==> src/rtl/fpcvt_pipe.sv <==
`default_nettype none
// ============================================================================
// Module      : fpcvt_pipe
// Description : Three-stage elastic converter from a two's-complement sample to
//               sign / exponent / significand with optional round-half-up.
// Revision    : 1.0 - initial release
// ============================================================================
module fpcvt_pipe #(
    parameter int DW = 12,
    parameter int EW = 3,
    parameter int FW = 4,
    parameter int CW = 8
) (
    input  logic          clk,
    input  logic          rst_n,
    input  logic          in_valid,
    output logic          in_ready,
    input  logic [DW-1:0] D,
    input  logic          rnd_en,
    output logic          out_valid,
    input  logic          out_ready,
    output logic          S,
    output logic [EW-1:0] E,
    output logic [FW-1:0] F,
    output logic          sat,
    output logic [CW-1:0] sat_cnt
);

    localparam int MW = DW - 1;
    localparam int PW = $clog2(DW);
    localparam logic [DW-1:0] MIN_NEG = {1'b1, {MW{1'b0}}};

    generate
        if (DW != FW + 2**EW) begin : g_bad_params
            $error("fpcvt_pipe: DW must equal FW + 2**EW");
        end
    endgenerate

    logic          v1_q, v1_d, s1_q, s1_d, rnd1_q, rnd1_d, ovf1_q, ovf1_d;
    logic [MW-1:0] mag1_q, mag1_d;
    logic          v2_q, v2_d, s2_q, s2_d, rnd2_q, rnd2_d, ovf2_q, ovf2_d;
    logic [MW-1:0] mag2_q, mag2_d;
    logic [PW-1:0] p2_q, p2_d;
    logic          v3_q, v3_d, s3_q, s3_d, sat3_q, sat3_d;
    logic [EW-1:0] e3_q, e3_d;
    logic [FW-1:0] f3_q, f3_d;
    logic [CW-1:0] sat_cnt_q, sat_cnt_d;

    logic          ld1, ld2, ld3;
    logic [PW-1:0] p_enc, sh;
    logic [EW-1:0] e_t;
    logic [FW-1:0] f_t;
    logic          r_t;

    // A stage advances when it is empty or its successor advances.
    assign ld3      = !v3_q || out_ready;
    assign ld2      = !v2_q || ld3;
    assign ld1      = !v1_q || ld2;
    assign in_ready = rst_n && ld1;

    assign out_valid = v3_q;
    assign S         = s3_q;
    assign E         = e3_q;
    assign F         = f3_q;
    assign sat       = sat3_q;
    assign sat_cnt   = sat_cnt_q;

    always_comb begin
        v1_d   = v1_q;
        s1_d   = s1_q;
        rnd1_d = rnd1_q;
        ovf1_d = ovf1_q;
        mag1_d = mag1_q;
        if (ld1) begin
            v1_d   = in_valid;
            s1_d   = D[DW-1];
            rnd1_d = rnd_en;
            ovf1_d = (D == MIN_NEG);
            if (D == MIN_NEG) begin
                mag1_d = '1;
            end else if (D[DW-1]) begin
                mag1_d = ~D[MW-1:0] + 1'b1;
            end else begin
                mag1_d = D[MW-1:0];
            end
        end
    end

    always_comb begin
        p_enc = '0;
        for (int i = 0; i < MW; i++) begin
            if (mag1_q[i]) p_enc = PW'(i);
        end
        v2_d   = v2_q;
        s2_d   = s2_q;
        rnd2_d = rnd2_q;
        ovf2_d = ovf2_q;
        mag2_d = mag2_q;
        p2_d   = p2_q;
        if (ld2) begin
            v2_d   = v1_q;
            s2_d   = s1_q;
            rnd2_d = rnd1_q;
            ovf2_d = ovf1_q;
            mag2_d = mag1_q;
            p2_d   = p_enc;
        end
    end

    always_comb begin
        sh  = p2_q - PW'(FW);
        e_t = '0;
        f_t = mag2_q[FW-1:0];
        r_t = 1'b0;
        if (p2_q >= PW'(FW)) begin
            e_t = EW'(sh) + 1'b1;
            f_t = FW'(mag2_q >> (sh + 1'b1));
            r_t = mag2_q[sh];
        end
        e3_d   = e3_q;
        f3_d   = f3_q;
        s3_d   = s3_q;
        sat3_d = sat3_q;
        v3_d   = v3_q;
        if (ld3) begin
            v3_d   = v2_q;
            s3_d   = s2_q;
            e3_d   = e_t;
            f3_d   = f_t;
            sat3_d = ovf2_q;
            if (rnd2_q && r_t) begin
                if (&f_t) begin
                    // Carry out of the significand renormalises, or clamps at the top exponent.
                    if (&e_t) begin
                        sat3_d = 1'b1;
                    end else begin
                        e3_d = e_t + 1'b1;
                        f3_d = {1'b1, {(FW-1){1'b0}}};
                    end
                end else begin
                    f3_d = f_t + 1'b1;
                end
            end
            if (sat3_d) begin
                e3_d = '1;
                f3_d = '1;
            end
        end
    end

    always_comb begin
        sat_cnt_d = sat_cnt_q;
        if (v3_q && out_ready && sat3_q && !(&sat_cnt_q)) begin
            sat_cnt_d = sat_cnt_q + 1'b1;
        end
    end

    always_ff @(posedge clk or negedge rst_n) begin
        if (!rst_n) begin
            v1_q      <= 1'b0;
            s1_q      <= 1'b0;
            rnd1_q    <= 1'b0;
            ovf1_q    <= 1'b0;
            mag1_q    <= '0;
            v2_q      <= 1'b0;
            s2_q      <= 1'b0;
            rnd2_q    <= 1'b0;
            ovf2_q    <= 1'b0;
            mag2_q    <= '0;
            p2_q      <= '0;
            v3_q      <= 1'b0;
            s3_q      <= 1'b0;
            e3_q      <= '0;
            f3_q      <= '0;
            sat3_q    <= 1'b0;
            sat_cnt_q <= '0;
        end else begin
            v1_q      <= v1_d;
            s1_q      <= s1_d;
            rnd1_q    <= rnd1_d;
            ovf1_q    <= ovf1_d;
            mag1_q    <= mag1_d;
            v2_q      <= v2_d;
            s2_q      <= s2_d;
            rnd2_q    <= rnd2_d;
            ovf2_q    <= ovf2_d;
            mag2_q    <= mag2_d;
            p2_q      <= p2_d;
            v3_q      <= v3_d;
            s3_q      <= s3_d;
            e3_q      <= e3_d;
            f3_q      <= f3_d;
            sat3_q    <= sat3_d;
            sat_cnt_q <= sat_cnt_d;
        end
    end

endmodule
`default_nettype wire

==> config.mk <==
export PLATFORM = sky130hd
export DESIGN_NAME = fpcvt_pipe
export DESIGN_NICKNAME = d
export VERILOG_FILES = /design/src/rtl/fpcvt_pipe.sv
export SDC_FILE = /design/constraint.sdc
export NUM_CORES = 1
export LEC_CHECK = 0
export BUFFER_PORTS_ARGS = -buffer_cell sky130_fd_sc_hd__buf_2
export CORE_ASPECT_RATIO = 0.7
export CORE_MARGIN = 5
export CORE_UTILIZATION = 58
export CTS_CLUSTER_SIZE = 14
export DETAILED_ROUTE_END_ITERATION = 12
export PLACE_DENSITY = 0.88
export SLEW_MARGIN = 40
export SYNTH_ARGS = -nofsm -noshare
export SYNTH_HDL_FRONTEND = slang
export SYNTH_SLANG_ARGS = --single-unit
==> constraint.sdc <==
create_clock -name clk -period 3.6 [get_ports clk]
set_input_delay 0.72 -clock clk [delete_from_list [all_inputs] [get_ports clk]]
set_output_delay 0.72 -clock clk [all_outputs]
set_load 0.03 [all_outputs]
==> impl_results.md, run 1 <==
- Static Leak: 1.56 nW
- Syn Nets: 336
- Leading cell types in the layout, fill and taps excluded: 53 x sky130_fd_sc_hd__nand2_1, 52 x sky130_fd_sc_hd__dfrtp_1, 36 x sky130_fd_sc_hd__nor2_1
- Clock Root Buffer: sky130_fd_sc_hd__clkbuf_8
- Number of pins with negative max-slew slack in the final report: 0
- Count of endpoints failing hold in the final timing report: 0
- Flop and latch count out of synthesis: 52
- Fraction of the yosys area taken by sequential cells: 43.0%
- Largest cells by area after synthesis: sky130_fd_sc_hd__dfrtp_1 43%, sky130_fd_sc_hd__nand2_1 6.6%, sky130_fd_sc_hd__mux2i_1 5.6%
- Largest buffer count on any clock path: 2
- Cell area power density: 626 nW/um^2
- Average cell area after synthesis: around 9.7 sq um
- Die width: between 90 and 100 um
- Grt met1 use: 30.4%
- Number of enable-type register cells in the synthesized netlist: 0
- Met2 usage in global routing: 29.2%
- Number of warnings printed during yosys synthesis: 0
- Routed wirelength normalized by instance count: 15.0 um
- Hold WS: 0.479 ns
- Max_cap viols: 0
- Filler Cell Count: 425
- H-tree lvl count: 2
- Proportion of register bits with asynchronous set or reset after synthesis: 100%
- Worst-path maximum fanout: 10
- Clock Sink Count: 52
- Overflow after GRT: 0
- Most used routing layer: met1
- Antenna Nets Post-Route: 0
- Die extent in y: 70.4 um
- Signed area change from the synthesized netlist to the final layout: 11.0%
- Setup crit start kind: register
- Vias in the first global route: about 2400
- Unrepaired setup endpoints after global routing: false
- Count of hold buffers inserted by post-cts repair: 0
- Most common flop cell mapped by yosys: sky130_fd_sc_hd__dfrtp_1
- Count of unique library cells instantiated by Yosys: 57
- Reg clk slew, reported paths: 0.10 ns
- Max Fclk: between 200 and 300 MHz
- Ratio of cells with drive above 1 in the final layout: 20.1%
- Critical path required time: 3.78 ns
- Starting utilization of the core area: 58.7%
- Worst supply voltage drop on vdd: between 300 and 400 uV
- Share of the core filled with cells in the final layout: about two thirds
- Detailed placement HPWL: roughly 4900 um
- Most common cell after layout, fill and taps aside: sky130_fd_sc_hd__nand2_1
- Class of the most critical hold timing path: reg -> reg
- IO Pins: 36
- DR DRC count: 0
- Largest net degree at the start of global routing: 53
- Final Skew: 0.00988 ns
- Wire length of the first global-routing pass: ~11000 um
- Synth top area share: 43.0%
- Worst Setup Path Type: reg -> reg
- Std-Cell Rows: 22
- Worst slew margin relative to its limit: 58.0%
- Number of antenna violations at the first check in global routing: 0
- Gpl congestion: approximately 0.87
- Biggest area consumer among synthesized cells: sky130_fd_sc_hd__dfrtp_1
- Final total negative setup slack: 0 ns
- Crit path capture type: register
- Antenna Cells: 0
- Number of DRC violations after detailed-routing iteration 0: 151
- CP Data Arrival Time: 3.58 ns
- Nets: 370
- Met3 Resource Use GR: between 5 and 6%
- Core Box Area: 5150 sq um
- Setup Buffers After CTS: 0
- Buffers added on ports: 35
- Die outline area: 6780 sq um
- Drt total wl: 6310 um
- Slew at the pin with the worst max-slew slack: roughly 0.63 ns
- Clock insertion delay at the later pin of the skew report: 0.31 ns
- Vias: 2384
- Post-layout min period: ~3.4 ns
- Avg Vias per Cell: 5.68
- Clock tree from TritonCTS: done
- Global Route Usage Sum: 20.3%
- Cells after Synth: about 310
- Syn Std Cell Area: 3020 sq um
- Period utilization: 94.6%
- Cts bufs inserted: 5
- Run status: finished, final reports clean
- Setup violations, final: 0
- First-pass iteration count of the detailed router: 4
final timing paths:
kind	cells past startpoint	start	endpoint	slack, ns
worst max register to register	12	p2_q[1]	E[0]	0.19
worst min-delay path	1	v1_q	v2_q	0.48
worst max-delay path	12	p2_q[1]	E[0]	0.19
max in group asynchronous	2	rst_n	S	2.60
worst min register to register	1	v1_q	v2_q	0.48
min in group asynchronous	2	rst_n	p2_q[0]	0.58
per-layer routing:
| layer | share of wire (%) | vias to the layer above |
|---|---|---|
| li1 | - | 1165 |
| met3 | 5.3 | 8 |
| met2 | 46 | 63 |
| met4 | 1.1 | 0 |
| met1 | 48 | 1148 |
| met5 | 0 | - |
sequential cells by signal, indices dropped and copies added, names as in the netlist, 3 cells and up:
signal / flops
E: 3
sat_cnt: 8
F: 4
mag2_q: 11
p2_q: 4
mag1_q: 11
area by class of cell:
class	instances	area, sq um	share of cell area [%]
clock buffer	5	68.8	2.05
clock inverter	3	27.5	0.820
inverter	13	50.0	1.49
multi-input combinational	236	1610	48.1
sequential	52	1300	38.8
tap	72	90.1	2.68
timing repair buffer	39	205	6.11
kinds of logic (layout without fill, tap and decap cells):
| logic type | after synthesis | after routing | share of synthesized area (%) |
|---|---|---|---|
| and+or+nand+nor | 128 | 128 | 19.4 |
| AOI/OAI and AO/OA | 56 | 56 | 12.7 |
| DFF | 52 | 52 | 43.0 |
| muxes | 29 | 29 | 13.2 |
| buffers and inverters | 25 | 60 | 3.97 |
| xor gates and xnor gates | 17 | 17 | 5.17 |
| adders and majority gates | 6 | 6 | 2.48 |
metrics by stage:
step | cells | area (sq um) | worst slack (ns) | power (mW)
after global routing | 420 | 3360 | 0.0352 | 2.24
final | 420 | 3360 | 0.195 | 2.10
after global placement | 412 | 3250 | 0.461 | 1.72
after floorplan | 313 | 3020 | 0.685 | 1.53
after CTS | 420 | 3340 | 0.178 | 2.10
after detailed placement | 412 | 3250 | 0.193 | 1.76
worst max-delay path, cell delays in order (launching register included):
cell	delay, ns
sky130_fd_sc_hd__dfrtp_1	0.58
sky130_fd_sc_hd__ha_1	0.38
sky130_fd_sc_hd__xor2_4	0.29
sky130_fd_sc_hd__mux4_1	0.39
sky130_fd_sc_hd__mux2i_1	0.18
sky130_fd_sc_hd__o21ai_1	0.11
sky130_fd_sc_hd__a21boi_0	0.17
sky130_fd_sc_hd__ha_1	0.28
sky130_fd_sc_hd__inv_1	0.10
sky130_fd_sc_hd__a311o_1	0.20
sky130_fd_sc_hd__nor2_2	0.07
sky130_fd_sc_hd__a211oi_4	0.40
sky130_fd_sc_hd__a21oi_1	0.12
what timing repair did:
item | in CTS | in global routing
setup endpoints to repair | 0 | 6
resized for setup | 0 | 1
hold endpoints to repair | 0 | 0
power by group:
part / internal, mW / total [mW] / switching [mW]
Combinational: 0.376 / 0.912 / 0.536
Clock: 0.143 / 0.345 / 0.202
Sequential: 0.711 / 0.842 / 0.131
synth_stat cells (all sizes together), types with 2 or more instances:
cell and count:
nor3 4, nand2b 4, dfrtp 52, a21oi 23
nand4 3, xnor2 12, mux2 5, or3 2
o31ai 2, nor2 37, ha 6, inv 12
o21ai 15, mux2i 17, a311oi 2, nor3b 3
and3 2, nand3b 2, buf 7, nand2 53
xor2 5, clkbuf 5, mux4 7, and2b 3
nand3 11
No activity file was read; power rests on OpenSTA's default activity.
==> run 2, diff against run 1 <==
==> constraint.sdc (replaced) <==
create_clock -name clk -period 3.9 [get_ports clk]
set_input_delay 0.78 -clock clk [delete_from_list [all_inputs] [get_ports clk]]
set_output_delay 0.78 -clock clk [all_outputs]
set_load 0.03 [all_outputs]
==> run 2 against run 1 <==
Effect of this change: fmax is essentially flat; critical path depth unchanged; non-clock buffer count unchanged; critical path type unchanged; largest cell class unchanged; highest routed layer unchanged.
==> impl_results.md, run 2 (synthesized netlist as in run 1, its figures left out) <==
- Run status: finished, final reports clean
- Setup Buffers After CTS: 0
- Die extent in y: between 70 and 80 um
- Crit path capture type: register
- Clock Root Buffer: sky130_fd_sc_hd__clkbuf_8
- Detailed placement HPWL: 4740 um
- Number of pins with negative max-slew slack in the final report: 0
- Sequential cell area: between 1000 and 1500 sq um
- Largest buffer count on any clock path: 2
- CP Data Arrival Time: 3.58 ns
- Antenna Cells: 0
- Post-Place Setup Slack: 0.575 ns
- Final Skew: 0.00402 ns
- Signed area change from the synthesized netlist to the final layout: 10.6%
- Global Route Usage Sum: between 20% and 30%
- Most common cell after layout, fill and taps aside: sky130_fd_sc_hd__nand2_1
- Gpl congestion: 0.872
- Buffers added on ports: 35
- Cell area power density: 580 nW/um^2
- Max Fclk: 293 MHz
- Critical path required time: about 4 ns
- IO Pins: 36
- Vias: 2372
- Largest net degree at the start of global routing: 53
- First-pass iteration count of the detailed router: 5
- Filler Cell Count: 406
- Overflow after GRT: 0
- Std-Cell Rows: 22
- Smallest setup slack after layout: 0.493 ns
- Area occupied by multi-input gates: 1600 sq um
- Die width: 96.3 um
- Setup violations, final: 0
- Clock Sink Count: 52
- Count of endpoints failing hold in the final timing report: 0
- Unrepaired setup endpoints after global routing: false
- Cts bufs inserted: 5
- DR DRC count: 0
- Wire length of the first global-routing pass: 11000 um
- Slew at the pin with the worst max-slew slack: 0.626 ns
- Class of the most critical hold timing path: reg -> reg
- Ratio of cells with drive above 1 in the final layout: 20.1%
- Number of antenna violations at the first check in global routing: 0
- Worst slew margin relative to its limit: 58.3%
- Max_cap viols: 0
- Worst supply voltage drop on vdd: a little under 400 uV
- Starting utilization of the core area: 58.7%
- Reg clk slew, reported paths: 0.10 ns
- Die outline area: 6780 sq um
- Final total negative setup slack: 0 ns
- Number of cells upsized or downsized after cts: 0
- Period utilization: 87.4%
- H-tree lvl count: 2
- Setup crit start kind: register
- Antenna Nets Post-Route: 0
- Clock insertion delay at the later pin of the skew report: 0.30 ns
- Worst-path maximum fanout: 10
- Vias in the first global route: about 2300
- Post-layout min period: 3.41 ns
- Worst Setup Path Type: reg -> reg
- Clock tree from TritonCTS: done
- Routed wirelength normalized by instance count: 15.0 um
- Leading cell types in the layout, fill and taps excluded: 53 x sky130_fd_sc_hd__nand2_1, 52 x sky130_fd_sc_hd__dfrtp_1, 36 x sky130_fd_sc_hd__nor2_1
- Number of DRC violations after detailed-routing iteration 0: 194
- Static Leak: 1.56 nW
- Nets: 370
- Count of hold buffers inserted by post-cts repair: 0
- Avg Vias per Cell: 5.65
- Drt total wl: 6300 um
- Core Box Area: 5150 sq um
==> run 2: cell counts in the layout (fill, tap and decap cells not counted) <==
No cell type changed its count.
==> run 2: per-stage QoR <==
stage / total power [mW] / area [sq um] / utilization (%) / std cells / hold WS [ns]
6_report: 1.94 / 3340 / 65.0 / 420 / 0.468
5_1_grt: 2.08 / 3340 / 65.0 / 420 / 0.505
4_1_cts: 1.94 / 3340 / 65.0 / 420 / 0.470
3_5_place_dp: 1.62 / 3250 / 63.1 / 412 / 0.446
3_3_place_gp: 1.59 / 3250 / 63.1 / 412 / 0.450
2_1_floorplan: 1.41 / 3020 / - / 313 / 0.435
==> run 2: worst paths after layout <==
kind,startpoint,endpoint,slack [ns],depth (start not counted)
hold reg to reg,v1_q,v2_q,0.47,1
hold / removal,v1_q,v2_q,0.47,1
setup / recovery,p2_q[1],E[1],0.49,12
setup reg to reg,p2_q[1],E[1],0.49,12
max in group asynchronous,rst_n,mag1_q[9],2.84,2
min in group asynchronous,rst_n,p2_q[0],0.64,2
==> run 2: cell type report <==
type,count,share of cell area (%)
clock buffer,5,2.06
clock inverter,3,0.823
inverter,13,1.50
multi-input combinational,236,47.9
sequential,52,38.9
tap,72,2.69
timing repair buffer,39,6.14
==> run 2: layer usage <==
layer  global-route usage (%)  vias up  part of all wire, %
met5                        0        -                    0
met4                     5.52        0                  1.2
met3                     4.74        9                  5.6
met2                     29.2       70                   46
met1                     30.8     1132                   47
li1                         -     1161                    -
==> run 2: power breakdown <==
group / total (mW) / internal, mW / switching [mW] / leakage [nW]
clock network: 0.319 / 0.132 / 0.187 / 0.0463
registers: 0.777 / 0.656 / 0.121 / 0.615
logic: 0.844 / 0.345 / 0.499 / 0.895
total: 1.94 / 1.13 / 0.806 / 1.56
==> run 2: worst max-delay path: stages (launching register included) <==
cell and delay, ns:
sky130_fd_sc_hd__dfrtp_1 0.59, sky130_fd_sc_hd__ha_1 0.32, sky130_fd_sc_hd__xor2_2 0.36, sky130_fd_sc_hd__mux4_1 0.27, sky130_fd_sc_hd__mux2i_1 0.08, sky130_fd_sc_hd__o21ai_1 0.22, sky130_fd_sc_hd__a21boi_0 0.30, sky130_fd_sc_hd__ha_1 0.25
sky130_fd_sc_hd__inv_1 0.08, sky130_fd_sc_hd__a311oi_2 0.30, sky130_fd_sc_hd__nand3_1 0.22, sky130_fd_sc_hd__mux2i_1 0.22, sky130_fd_sc_hd__a21oi_1 0.09
==> run 3, diff against run 2 <==
--- a/config.mk
+++ b/config.mk
@@ -5,13 +5,14 @@
 export SDC_FILE = /design/constraint.sdc
 export NUM_CORES = 1
 export LEC_CHECK = 0
+export ABC_AREA = 1
 export BUFFER_PORTS_ARGS = -buffer_cell sky130_fd_sc_hd__buf_2
 export CORE_ASPECT_RATIO = 0.7
 export CORE_MARGIN = 5
-export CORE_UTILIZATION = 58
+export CORE_UTILIZATION = 59
 export CTS_CLUSTER_SIZE = 14
 export DETAILED_ROUTE_END_ITERATION = 12
-export PLACE_DENSITY = 0.88
+export PLACE_DENSITY = 0.89
 export SLEW_MARGIN = 40
 export SYNTH_ARGS = -nofsm -noshare
 export SYNTH_HDL_FRONTEND = slang
==> run 3 against run 2 <==
Effect of this change: via count is 16% higher; clock skew increased by 0.0027 ns; clock power down 2%; worst setup slack better by 0.20 ns; non-clock buffer count stayed put; hold slack better by 0.013 ns.
==> impl_results.md, run 3 <==
- Antenna Cells: 0
- Detailed placement HPWL: 5120 um
- Worst Setup Path Type: in -> out
- Worst-path maximum fanout: 14
- Gpl congestion: around 0.86
- Count of unique library cells instantiated by Yosys: 38
- Standard cell area after detailed placement: ~3400 sq um
- Cell depth of the worst hold path: 2
- Cell area power density: between 500 and 600 nW/um^2
- Critical path required time: 3.12 ns
- Total non-filler cell area in the finished layout: 3450 sq um
- Clock Sink Count: 52
- Number of cells in the finished layout apart from fillers: 519
- Std-Cell Rows: 22
- Unrepaired setup endpoints after global routing: false
- Worst reg2reg path depth: 16
- Setup crit start kind: primary input
- Clock tree from TritonCTS: done
- Die outline area: approximately 6900 sq um
- Clock insertion delay at the later pin of the skew report: 0.30 ns
- Class of the most critical hold timing path: reg -> reg
- Count of endpoints failing hold in the final timing report: 0
- Hold_sp: v1_q
- Number of pins with negative max-slew slack in the final report: 0
- Leading cell types in the layout, fill and taps excluded: 105 x sky130_fd_sc_hd__nand2_1, 52 x sky130_fd_sc_hd__dfrtp_1, 52 x sky130_fd_sc_hd__nand3_1
- Die extent in y: 71.1 um
- Clock Root Buffer: sky130_fd_sc_hd__clkbuf_8
- Core Box Area: 5200 sq um
- Syn Nets: 436
- Slew at the pin with the worst max-slew slack: 0.609 ns
- Static Leak: 1.79 nW
- Syn Std Cell Area: 3150 sq um
- Overall power after layout: between 2 and 2.5 mW
- Cts bufs inserted: 5
- CP Data Arrival Time: approximately 2.4 ns
- Number of DRC violations after detailed-routing iteration 0: just under 200
- Routed wirelength normalized by instance count: 12.7 um
- # placed instances: 511
- Average cell area after synthesis: 7.62 sq um
- First-pass iteration count of the detailed router: 5
- Count of hold buffers inserted by post-cts repair: 0
- Nets: 469
- Max Fclk: 312 MHz
- Final total negative setup slack: 0 ns
- Max_cap viols: 0
- Worst reg2reg startpoint: p2_q[0]
- Final Skew: between 0.006 and 0.007 ns
- IO Pins: 36
- Worst R2R Setup Slack: 0.85 ns
- Avg Vias per Cell: about 5.3
- Destination of the worst hold path: v2_q
- Global Route Usage Sum: 19.9%
- Largest net degree at the start of global routing: 53
- Worst supply voltage drop on vdd: 497 uV
- Largest buffer count on any clock path: 2
- H-tree lvl count: 2
- Signed area change from the synthesized netlist to the final layout: 9.58%
- Worst slew margin relative to its limit: roughly 60%
- Fraction of the yosys area taken by sequential cells: 41.3%
- Number of warnings printed during yosys synthesis: 0
- Number of enable-type register cells in the synthesized netlist: 0
- List of most frequent post-synthesis cells: 105 x sky130_fd_sc_hd__nand2_1, 52 x sky130_fd_sc_hd__dfrtp_1, 52 x sky130_fd_sc_hd__nand3_1
- Reg clk slew, reported paths: 0.10 ns
- Starting utilization of the core area: just over 60%
- Flop and latch count out of synthesis: between 50 and 60
- Biggest area consumer among synthesized cells: sky130_fd_sc_hd__dfrtp_1
- Number of cells upsized or downsized after cts: 0
- Synth top area share: 41.3%
- Vias in the first global route: 2539
- Run status: finished, final reports clean
- Setup violations, final: 0
- Ratio of cells with drive above 1 in the final layout: 18.6%
- Worst reg2reg path endpoint: E[1]
- Buffers added on ports: 35
- Proportion of register bits with asynchronous set or reset after synthesis: 100%
- Most common flop cell mapped by yosys: sky130_fd_sc_hd__dfrtp_1
- Vias: between 2000 and 3000
- Number of antenna violations at the first check in global routing: 0
- Drt total wl: 6610 um
- Antenna Nets Post-Route: 0
- Crit path capture type: output pin
- Cells after Synth: 413
- Wire length of the first global-routing pass: 11600 um
- Setup Buffers After CTS: 0
- Most common cell in the netlist: sky130_fd_sc_hd__nand2_1
- DR DRC count: 0
- Period utilization: between 80% and 90%
- Largest cells by area after synthesis: sky130_fd_sc_hd__dfrtp_1 41%, sky130_fd_sc_hd__nand2_1 13%, sky130_fd_sc_hd__nand3_1 8.3%
- Die width: between 90 and 100 um
- Most common cell after layout, fill and taps aside: sky130_fd_sc_hd__nand2_1
- Post-layout min period: 3.21 ns
- Overflow after GRT: 0
[run 3: cell count changes after synthesis, moves of 7 or more]
cell	previous run	this run
sky130_fd_sc_hd__inv_1	12	44
sky130_fd_sc_hd__mux2i_1	17	0
sky130_fd_sc_hd__nand2_1	53	105
sky130_fd_sc_hd__nand2_2	0	8
sky130_fd_sc_hd__nand3_1	10	52
sky130_fd_sc_hd__o21ai_0	12	19
sky130_fd_sc_hd__xnor2_1	12	4
[run 3: worst max path at each step]
stage / start / end / slack [ns] / cells past startpoint
after detailed placement: out_ready / in_ready / 0.72 / 11
after global routing: out_ready / in_ready / 0.53 / 11
after CTS: out_ready / in_ready / 0.70 / 11
after global placement: out_ready / in_ready / 0.81 / 11
after floorplan: out_ready / in_ready / 1.29 / 9
final: out_ready / in_ready / 0.69 / 11
[run 3: kinds of logic (layout without fill, tap and decap cells)]
| group | Yosys count | in the layout | share of synthesized area, % |
|---|---|---|---|
| buffers and inverters | 61 | 95 | 8.66 |
| AOI/OAI and AO/OA | 55 | 55 | 10.4 |
| DFF | 52 | 52 | 41.3 |
| and+or+nand+nor | 228 | 228 | 34.1 |
| muxes | 1 | 1 | 0.358 |
| xor gates and xnor gates | 10 | 10 | 2.78 |
| adders and majority gates | 6 | 6 | 2.38 |
[run 3: final cells by class]
type / count / area (sq um)
inverter: 48 / 185
clock buffer: 5 / 68.8
timing repair buffer: 39 / 205
clock inverter: 3 / 25.0
sequential: 52 / 1300
tap: 72 / 90.1
multi-input combinational: 300 / 1570
fill: 446 / 1750
[run 3: power by group]
part	switching, mW	internal, mW
Sequential	0.0994	0.655
Combinational	0.648	0.318
Clock	0.181	0.131
[run 3: per-layer routing]
metal | vias up | track usage (%) | part of all wire [%]
li1 | 1401 | - | -
met1 | 1277 | 30.1 | 50
met2 | 74 | 30.3 | 45
met3 | 4 | 3.74 | 4.8
met4 | 0 | 3.38 | 0.38
met5 | - | 0 | 0
[run 3: worst max-delay path: stages]
cell and delay (ns):
sky130_fd_sc_hd__buf_2 0.11, sky130_fd_sc_hd__nor2_1 0.17, sky130_fd_sc_hd__inv_1 0.20, sky130_fd_sc_hd__nor2_1 0.17
sky130_fd_sc_hd__inv_1 0.19, sky130_fd_sc_hd__nor2_2 0.12, sky130_fd_sc_hd__buf_4 0.19, sky130_fd_sc_hd__inv_1 0.19
sky130_fd_sc_hd__nand2_1 0.10, sky130_fd_sc_hd__inv_1 0.04, sky130_fd_sc_hd__buf_2 0.16
[run 3: stage by stage]
stage	hold WS, ns	setup slack, ns	utilization, %
after floorplan	0.422	1.29	-
after global placement	0.448	0.810	64.5
after detailed placement	0.459	0.719	64.5
after CTS	0.483	0.702	66.3
after global routing	0.505	0.532	66.3
final	0.480	0.692	66.3
